--- config.mk ---
export PLATFORM = sky130hd
export DESIGN_NAME = key_conditioner
export DESIGN_NICKNAME = d
export VERILOG_FILES = /design/src/rtl/key_conditioner.sv
export SDC_FILE = /design/constraint.sdc
export NUM_CORES = 1
export LEC_CHECK = 0
export ABC_CLOCK_PERIOD_IN_PS = 6600
export BUFFER_PORTS_ARGS = -buffer_cell sky130_fd_sc_hd__buf_2
export CELL_PAD_IN_SITES_DETAIL_PLACEMENT = 1
export CELL_PAD_IN_SITES_GLOBAL_PLACEMENT = 1
export CORE_ASPECT_RATIO = 1.25
export CORE_UTILIZATION = 50
export DETAILED_ROUTE_END_ITERATION = 16
export PLACE_DENSITY_LB_ADDON = 0.12
export SLEW_MARGIN = 20
export SYNTH_ARGS = -nofsm -noshare
export SYNTH_HDL_FRONTEND = slang
export SYNTH_SLANG_ARGS = --single-unit
--- constraint.sdc ---
create_clock -name CLOCK_50 -period 6.6 [get_ports CLOCK_50]
set_input_delay 0.33 -clock CLOCK_50 [delete_from_list [all_inputs] [get_ports CLOCK_50]]
set_output_delay 0.33 -clock CLOCK_50 [all_outputs]
set_load 0.005 [all_outputs]
--- src/rtl/key_conditioner.sv ---
// key_conditioner
// N-channel push-button conditioner: polarity fix, two-flop synchroniser,
// counter debouncer, press/release strobes and optional auto-repeat.
//
// Repeat phase (per channel):
//   state     | meaning
//   ----------+-----------------------------------------------------------
//   PH_IDLE   | no repeat pending (released, or repeat_en low)
//   PH_DELAY  | held with repeat enabled, counting to the first repeat
//   PH_REPEAT | first repeat issued, counting the steady repeat interval

module key_conditioner #(
   parameter int N_KEYS          = 3,
   parameter bit ACTIVE_LOW      = 1'b1,
   parameter int DEBOUNCE_CYCLES = 500000,
   parameter int REPEAT_DELAY    = 25000000,
   parameter int REPEAT_RATE     = 5000000
) (
   input  logic              CLOCK_50,
   input  logic              resetn,
   input  logic [N_KEYS-1:0] key_in,
   input  logic [N_KEYS-1:0] repeat_en,
   output logic [N_KEYS-1:0] key_level,
   output logic [N_KEYS-1:0] key_press,
   output logic [N_KEYS-1:0] key_release
);

   localparam int DW   = $clog2(DEBOUNCE_CYCLES + 1);
   localparam int RMAX = (REPEAT_DELAY > REPEAT_RATE) ? REPEAT_DELAY : REPEAT_RATE;
   localparam int RW   = $clog2(RMAX + 1);

   // Terminal counts: the counter value seen on the cycle the event fires.
   localparam logic [DW-1:0] DEB_TC  = DW'(DEBOUNCE_CYCLES - 1);
   localparam logic [RW-1:0] DLY_TC  = RW'(REPEAT_DELAY - 1);
   localparam logic [RW-1:0] RATE_TC = RW'(REPEAT_RATE - 1);

   typedef enum logic [1:0] {
      PH_IDLE   = 2'd0,
      PH_DELAY  = 2'd1,
      PH_REPEAT = 2'd2
   } phase_t;

   logic [N_KEYS-1:0] pressed_raw;
   logic [N_KEYS-1:0] sync1_q, sync1_d;
   logic [N_KEYS-1:0] sync2_q, sync2_d;

   // Polarity is normalised before the synchroniser so reset (0) means released.
   assign pressed_raw = key_in ^ {N_KEYS{ACTIVE_LOW}};

   // Synchroniser next-state.
   always_comb begin
      sync1_d = pressed_raw;
      sync2_d = sync1_q;
   end

   // Synchroniser flops.
   always_ff @(posedge CLOCK_50 or negedge resetn) begin
      if (!resetn) begin
         sync1_q <= '0;
         sync2_q <= '0;
      end else begin
         sync1_q <= sync1_d;
         sync2_q <= sync2_d;
      end
   end

   for (genvar i = 0; i < N_KEYS; i++) begin : g_ch
      logic          level_q, level_d;
      logic          press_q, press_d;
      logic          release_q, release_d;
      logic [DW-1:0] deb_cnt_q, deb_cnt_d;
      logic [RW-1:0] rpt_cnt_q, rpt_cnt_d;
      phase_t        phase_q, phase_d;
      logic          rpt_fire;

      // Debounce: count consecutive disagreeing samples, accept on terminal count.
      always_comb begin
         level_d   = level_q;
         deb_cnt_d = deb_cnt_q;
         if (sync2_q[i] == level_q) begin
            deb_cnt_d = '0;
         end else if (deb_cnt_q == DEB_TC) begin
            level_d   = sync2_q[i];
            deb_cnt_d = '0;
         end else begin
            deb_cnt_d = deb_cnt_q + DW'(1);
         end
      end

      // Repeat phase and interval counter; the release cycle forces IDLE so
      // a repeat can never coincide with a release strobe.
      always_comb begin
         phase_d   = phase_q;
         rpt_cnt_d = rpt_cnt_q;
         rpt_fire  = 1'b0;
         if (!level_d || !repeat_en[i]) begin
            phase_d   = PH_IDLE;
            rpt_cnt_d = '0;
         end else begin
            case (phase_q)
               PH_IDLE: begin
                  // Either the accepted press itself or repeat_en rising while held.
                  phase_d   = PH_DELAY;
                  rpt_cnt_d = '0;
               end
               PH_DELAY: begin
                  if (rpt_cnt_q == DLY_TC) begin
                     rpt_fire  = 1'b1;
                     phase_d   = PH_REPEAT;
                     rpt_cnt_d = '0;
                  end else begin
                     rpt_cnt_d = rpt_cnt_q + RW'(1);
                  end
               end
               PH_REPEAT: begin
                  if (rpt_cnt_q == RATE_TC) begin
                     rpt_fire  = 1'b1;
                     rpt_cnt_d = '0;
                  end else begin
                     rpt_cnt_d = rpt_cnt_q + RW'(1);
                  end
               end
               default: begin
                  phase_d   = PH_IDLE;
                  rpt_cnt_d = '0;
               end
            endcase
         end
      end

      // Strobes are registered so they line up with the key_level change.
      always_comb begin
         press_d   = (level_d & ~level_q) | rpt_fire;
         release_d = ~level_d & level_q;
      end

      // Per-channel state flops.
      always_ff @(posedge CLOCK_50 or negedge resetn) begin
         if (!resetn) begin
            level_q   <= 1'b0;
            press_q   <= 1'b0;
            release_q <= 1'b0;
            deb_cnt_q <= '0;
            rpt_cnt_q <= '0;
            phase_q   <= PH_IDLE;
         end else begin
            level_q   <= level_d;
            press_q   <= press_d;
            release_q <= release_d;
            deb_cnt_q <= deb_cnt_d;
            rpt_cnt_q <= rpt_cnt_d;
            phase_q   <= phase_d;
         end
      end

      assign key_level[i]   = level_q;
      assign key_press[i]   = press_q;
      assign key_release[i] = release_q;
   end

endmodule

### Word level (Yosys, flattened, before mapping)

Index checks and enable logic that the tools add are counted.

| operators by class | value |
|---|---|
| muxes and demuxes | 45 |
| equal/unequal tests | 24 |
| reductions and logical operators | 15 |
| bitwise gates (word level) | 16 |
| $add $sub $neg | 6 |

Operators with widths:

| kind | count |
|---|---|
| $mux W25 | 9 |
| $pmux W25 S2 | 3 |
| $mux W19 | 6 |
| $add A25 B1 Y25 const B | 3 |
| $eq A25 B23 Y1 const B | 3 |
| $eq A25 B25 Y1 const B | 3 |
| $add A19 B1 Y19 const B | 3 |
| $eq A19 B19 Y1 const B | 3 |
| $pmux W2 S3 | 3 |
| $mux W1 | 15 |
| $mux W2 | 6 |
| $ne A3 B3 Y1 const B | 3 |
| $and A1 B1 Y1 | 6 |
| $eq A2 B1 Y1 const B | 3 |
| $eq A2 B2 Y1 const B | 3 |
| $logic_not A1 Y1 | 6 |
| $logic_not A2 Y1 | 3 |
| $ne A2 B2 Y1 const B | 3 |
| $not A1 Y1 | 6 |
| $pmux W1 S2 | 3 |
| $reduce_and A2 Y1 | 3 |
| $eq A1 B1 Y1 | 3 |
| $logic_or A1 B1 Y1 | 3 |
| $not A3 Y3 | 1 |
| $or A1 B1 Y1 | 3 |

| word-level totals | value |
|---|---|
| flip-flop bits (word level) | 153 |
| logic and storage cells | 126 |
| output and inout bits | 9 |

### Longest topological paths before layout

| depth | value |
|---|---|
| depth after elaboration | 7 |
| depth in mapped cells | 7 |
| mapped depth without buffers | 6 |

### Least setup slack after synthesis

OpenSTA, ideal clock, no wires.

| path | value |
|---|---|
| path kind | reg2reg |
| start | register g_ch[2].rpt_cnt_q[10] |
| end | register g_ch[2].rpt_cnt_q[10] |
| stages on the path, launching flop included | 7 |
| library setup time | 0.136 ns |
| path slack | 4.488 ns |
| path buffers | 1 |
| arrival time | 1.976 ns |
| cell sequence | dfrtp_1 or4_1 nor4_4 a21boi_1 o22ai_2 buf_6 nor3_1 |

| on the way | value |
|---|---|
| longest elaborated chain between the ends | 4 |
| elaborated cells between the ends (all ways) | 7 |
| classes of those cells | 1 x add/sub; 2 x eq/ne; 4 x mux |

Ends and longest elaborated chain:

| item | RTL line | source |
|---|---|---|
| from (decl) | 72 | `logic [RW-1:0] rpt_cnt_q, rpt_cnt_d;` |
| from (signal assigned) | 151 | `rpt_cnt_q <= rpt_cnt_d;` |
| $add A25 B1 Y25 (tied with other cells) | 112, 120 |  |
| $mux W25 (on tied branches) | 116, 107 |  |
| $pmux W25 S2 * | 100 | `case (phase_q)` |
| $mux W25 * | 96 | `if (!level_d \|\| !repeat_en[i]) begin` |
| via g_ch[2].rpt_cnt_d[10] | 72 |  |

The timed path passes the listed nets; every way through them passes the cells marked *.
A chain may end at the register's enable or synchronous reset.

### Worst setup path after layout

| path | value |
|---|---|
| start | register g_ch[2].rpt_cnt_q[10] |
| end | register g_ch[2].rpt_cnt_q[2] |

| on the way | value |
|---|---|
| longest elaborated chain between the ends | 4 |
| elaborated cells between the ends (all ways) | 6 |
| classes of those cells | 2 x eq/ne; 4 x mux |

Ends and longest elaborated chain:

| item | RTL line |
|---|---|
| $eq A25 B23 Y1 / $eq A25 B25 Y1 (equally long branches) | 116, 107 |
| $mux W25 (on tied branches) | 116, 107 |
| $pmux W25 S2 * | 100 |
| $mux W25 * | 96 |
| via g_ch[2].rpt_cnt_d[2] | 72 |

Marked as above.

==> flow_summary.json <==
{
  "outcome": "complete, no violations",
  "nFillCells": 1732,
  "fin_crit_sh": 0.423,
  "max-slew-margin-rel": 0.304,
  "hp-class": "primary input to async pin",
  "yosysWarnings": 0,
  "rr_worst_depth": 5,
  "cts_tree": "built",
  "synth_edf_count": 0,
  "required_ns": 6.85,
  "synth-main-ff-cell": "dfrtp_1",
  "drtAntennaViolNets": 0,
  "clock_latency_ns": 0.43,
  "dr.first_iter.drc_count": 194,
  "vias_per_cell": 5.65,
  "p_per_area_nw_per_um2": 234,
  "setup-tns-final_ns": 0,
  "area_growth_pct": 10.4,
  "ios": 17,
  "crit_fanout": 25,
  "hpwl_um": 11900,
  "cts_buffers": 17,
  "grt_pass1_vias": 6426,
  "worst_ep_arrival_time_ns": 3.05,
  "cts_htree_levels": 4,
  "synth_nets": 845,
  "skew_ns": 0.00779,
  "setup.worst_path.end_class": "flop",
  "cellLeakagePower_uw": 0.00347,
  "syn-cell-area_sq_um": 7870,
  "start_kind": "flop",
  "dieArea_sq_um": 16300,
  "crit_type": "flop to flop",
  "pre_cts_ws_ns": 3.80,
  "dpl_cell_area_sq_um": 8060,
  "grt_usage": 0.241,
  "synthArstFlopShare": 1.00,
  "max_cap_violations": 0,
  "period_minus_slack_ns": 2.79,
  "synth_cell_types": 52,
  "cts_setup_buffers": 0,
  "clkTransAtPathRegs_ns": 0.06,
  "setup_viol": 0,
  "fin_nets": 852,
  "synth-seq-cells": 153,
  "max_freq_ghz": 0.358,
  "fin_cells": 1047,
  "vdd_drop_max_mv": 0.201,
  "initial_core_util": 0.518,
  "drive_gt1_frac": 0.0703,
  "finish.instance_area_sq_um": 8690,
  "grt_overflow_total": 0,
  "vias": 5917,
  "dieWidth_um": 114,
  "wl_per_cell_um": 16.8,
  "routed_wl_um": 17500,
  "die_y_um": 142,
  "rsz0062_at_grt": "false",
  "clockBufferDepth": 2,
  "coreArea_sq_um": 15200,
  "synth_area_per_cell_sq_um": 9.61,
  "antenna_cells": 0,
  "ctsRootBufferMaster": "clkbuf_16",
  "ctsHoldBuffers": 0,
  "hold_viol": 0,
  "p_total_uw": 2030,
  "io_buffers": 16,
  "worst_slew_pin_slew_ns": 1.04,
  "drtPass1Iterations": 4,
  "grt_first_pass_wirelength_um": 31000,
  "slew_viol_final": 0,
  "row_count": 50,
  "cts_resized": 0,
  "antenna_found_initial": 0,
  "grt_max_degree": 100,
  "drcViolationCount": 0,
  "syn-instance-count": 819,
  "dpl.cell_count": 1015,
  "ys_seq_area_frac": 0.486,
  "finalWorstSetupSlack_ns": 3.81,
  "gp_congestion": 0.815,
  "cts.sinks": 153
}
[power breakdown]
group / switching, uW / total, uW / internal (uW)
Combinational: 28.5 / 35.7 / 7.26
Sequential: 5.80 / 950 / 945
Clock: 376 / 1050 / 672
[cell families (layout without fill, tap and decap cells)]
| logic type | Yosys count | after routing | synth area share |
|---|---|---|---|
| DFF | 153 | 153 | 0.486 |
| AOI/OAI and AO/OA | 35 | 35 | 0.0313 |
| xor gates and xnor gates | 123 | 123 | 0.137 |
| buffers and inverters | 65 | 85 | 0.0394 |
| and+or+nand+nor | 425 | 425 | 0.277 |
| adders and majority gates | 18 | 18 | 0.0286 |
[synthesized netlist by cell type, types with 4 or more instances]
cell type / n / area (sq um)
nand3_1: 51 / 255
or4_1: 6 / 45.0
nor2_1: 113 / 424
nand2_1: 56 / 210
clkbuf_1: 15 / 56.3
ha_1: 18 / 225
and3_1: 20 / 125
nand4_1: 38 / 238
xnor2_1: 70 / 613
inv_1: 35 / 131
nor3b_1: 7 / 52.6
nor4b_1: 6 / 52.6
nor4_1: 19 / 119
a31oi_1: 4 / 25.0
a211oi_1: 4 / 30.0
and4_1: 7 / 61.3
a21oi_1: 4 / 20.0
buf_4: 9 / 67.6
buf_6: 4 / 45.0
xor2_1: 53 / 464
o21ai_0: 8 / 40.0
nor3_1: 77 / 385
dfrtp_1: 153 / 3830
[per-stage QoR]
stage               hold WS (ns)  utilization
floorplan                 0.0344            -
global placement           0.333        0.530
detailed placement         0.339        0.530
CTS                       0.0158        0.572
global route              0.0342        0.572
finish                    0.0134        0.572
[state kept, by name, summed over array words and instances, names as in the netlist]
register / count
g_ch.rpt_cnt_q: 75
g_ch.phase_q: 6
g_ch.level_q: 3
g_ch.press_q: 3
g_ch.deb_cnt_q: 57
sync1_q: 3
g_ch.release_q: 3
sync2_q: 3
[routing by layer]
metal	wire, um	part of all wire	track usage	vias up
met2	9430	0.54	0.442	57
met3	328	0.019	0.0409	24
met4	277	0.016	0.0861	0
li1	-	-	-	2852
met1	7510	0.43	0.281	2984
met5	0	0	0	-
[final timing paths]
path | startpoint | endpoint | slack (ns)
min in group CLOCK_50 | key_in[2] | sync1_q[2] | 0.04
worst min register to register | sync1_q[2] | sync2_q[2] | 0.35
worst max-delay path | g_ch[2].rpt_cnt_q[10] | g_ch[2].rpt_cnt_q[2] | 3.81
worst max register to register | g_ch[2].rpt_cnt_q[10] | g_ch[2].rpt_cnt_q[2] | 3.81
worst min-delay path | resetn | g_ch[2].deb_cnt_q[3] | 0.01
max in group asynchronous | resetn | g_ch[2].rpt_cnt_q[9] | 5.31
[worst max-delay path: stages, from the launching register on]
cell,delay (ns)
dfrtp_1,0.42
or4_1,0.58
nor4_4,0.39
a21boi_1,0.18
o22ai_2,0.89
nor3_1,0.16
[layout by cell type, fill, tap and decap left out, types with 3 or more instances in the layout]
cell,n
ha_1,18
nor4bb_1,3
xor2_1,53
or4_1,6
a31oi_1,4
clkbuf_16,17
nand2_1,56
dfrtp_1,153
or2_2,3
buf_2,15
and3_1,20
nor3_1,77
nand3_1,51
o21ai_0,8
a21oi_1,4
nor4_1,19
a211oi_1,4
nor2_1,113
nor3b_1,7
nand4_1,38
clkbuf_1,4
nand3b_1,3
and4_1,7
inv_1,35
bufinv_16,4
nor4b_1,6
clkbuf_8,4
xnor2_1,70
[final cells by class]
| class | instances | area, sq um | area share |
|---|---|---|---|
| flip-flops and latches | 153 | 3830 | 0.441 |
| multi-input cells | 601 | 3730 | 0.430 |
| clock buffers | 25 | 495 | 0.0570 |
| well taps | 208 | 260 | 0.0300 |
| clock inverters | 7 | 138 | 0.0158 |
| inverters | 35 | 131 | 0.0151 |
| repair buffers | 18 | 101 | 0.0117 |
Power figures use the tool's default switching activity.
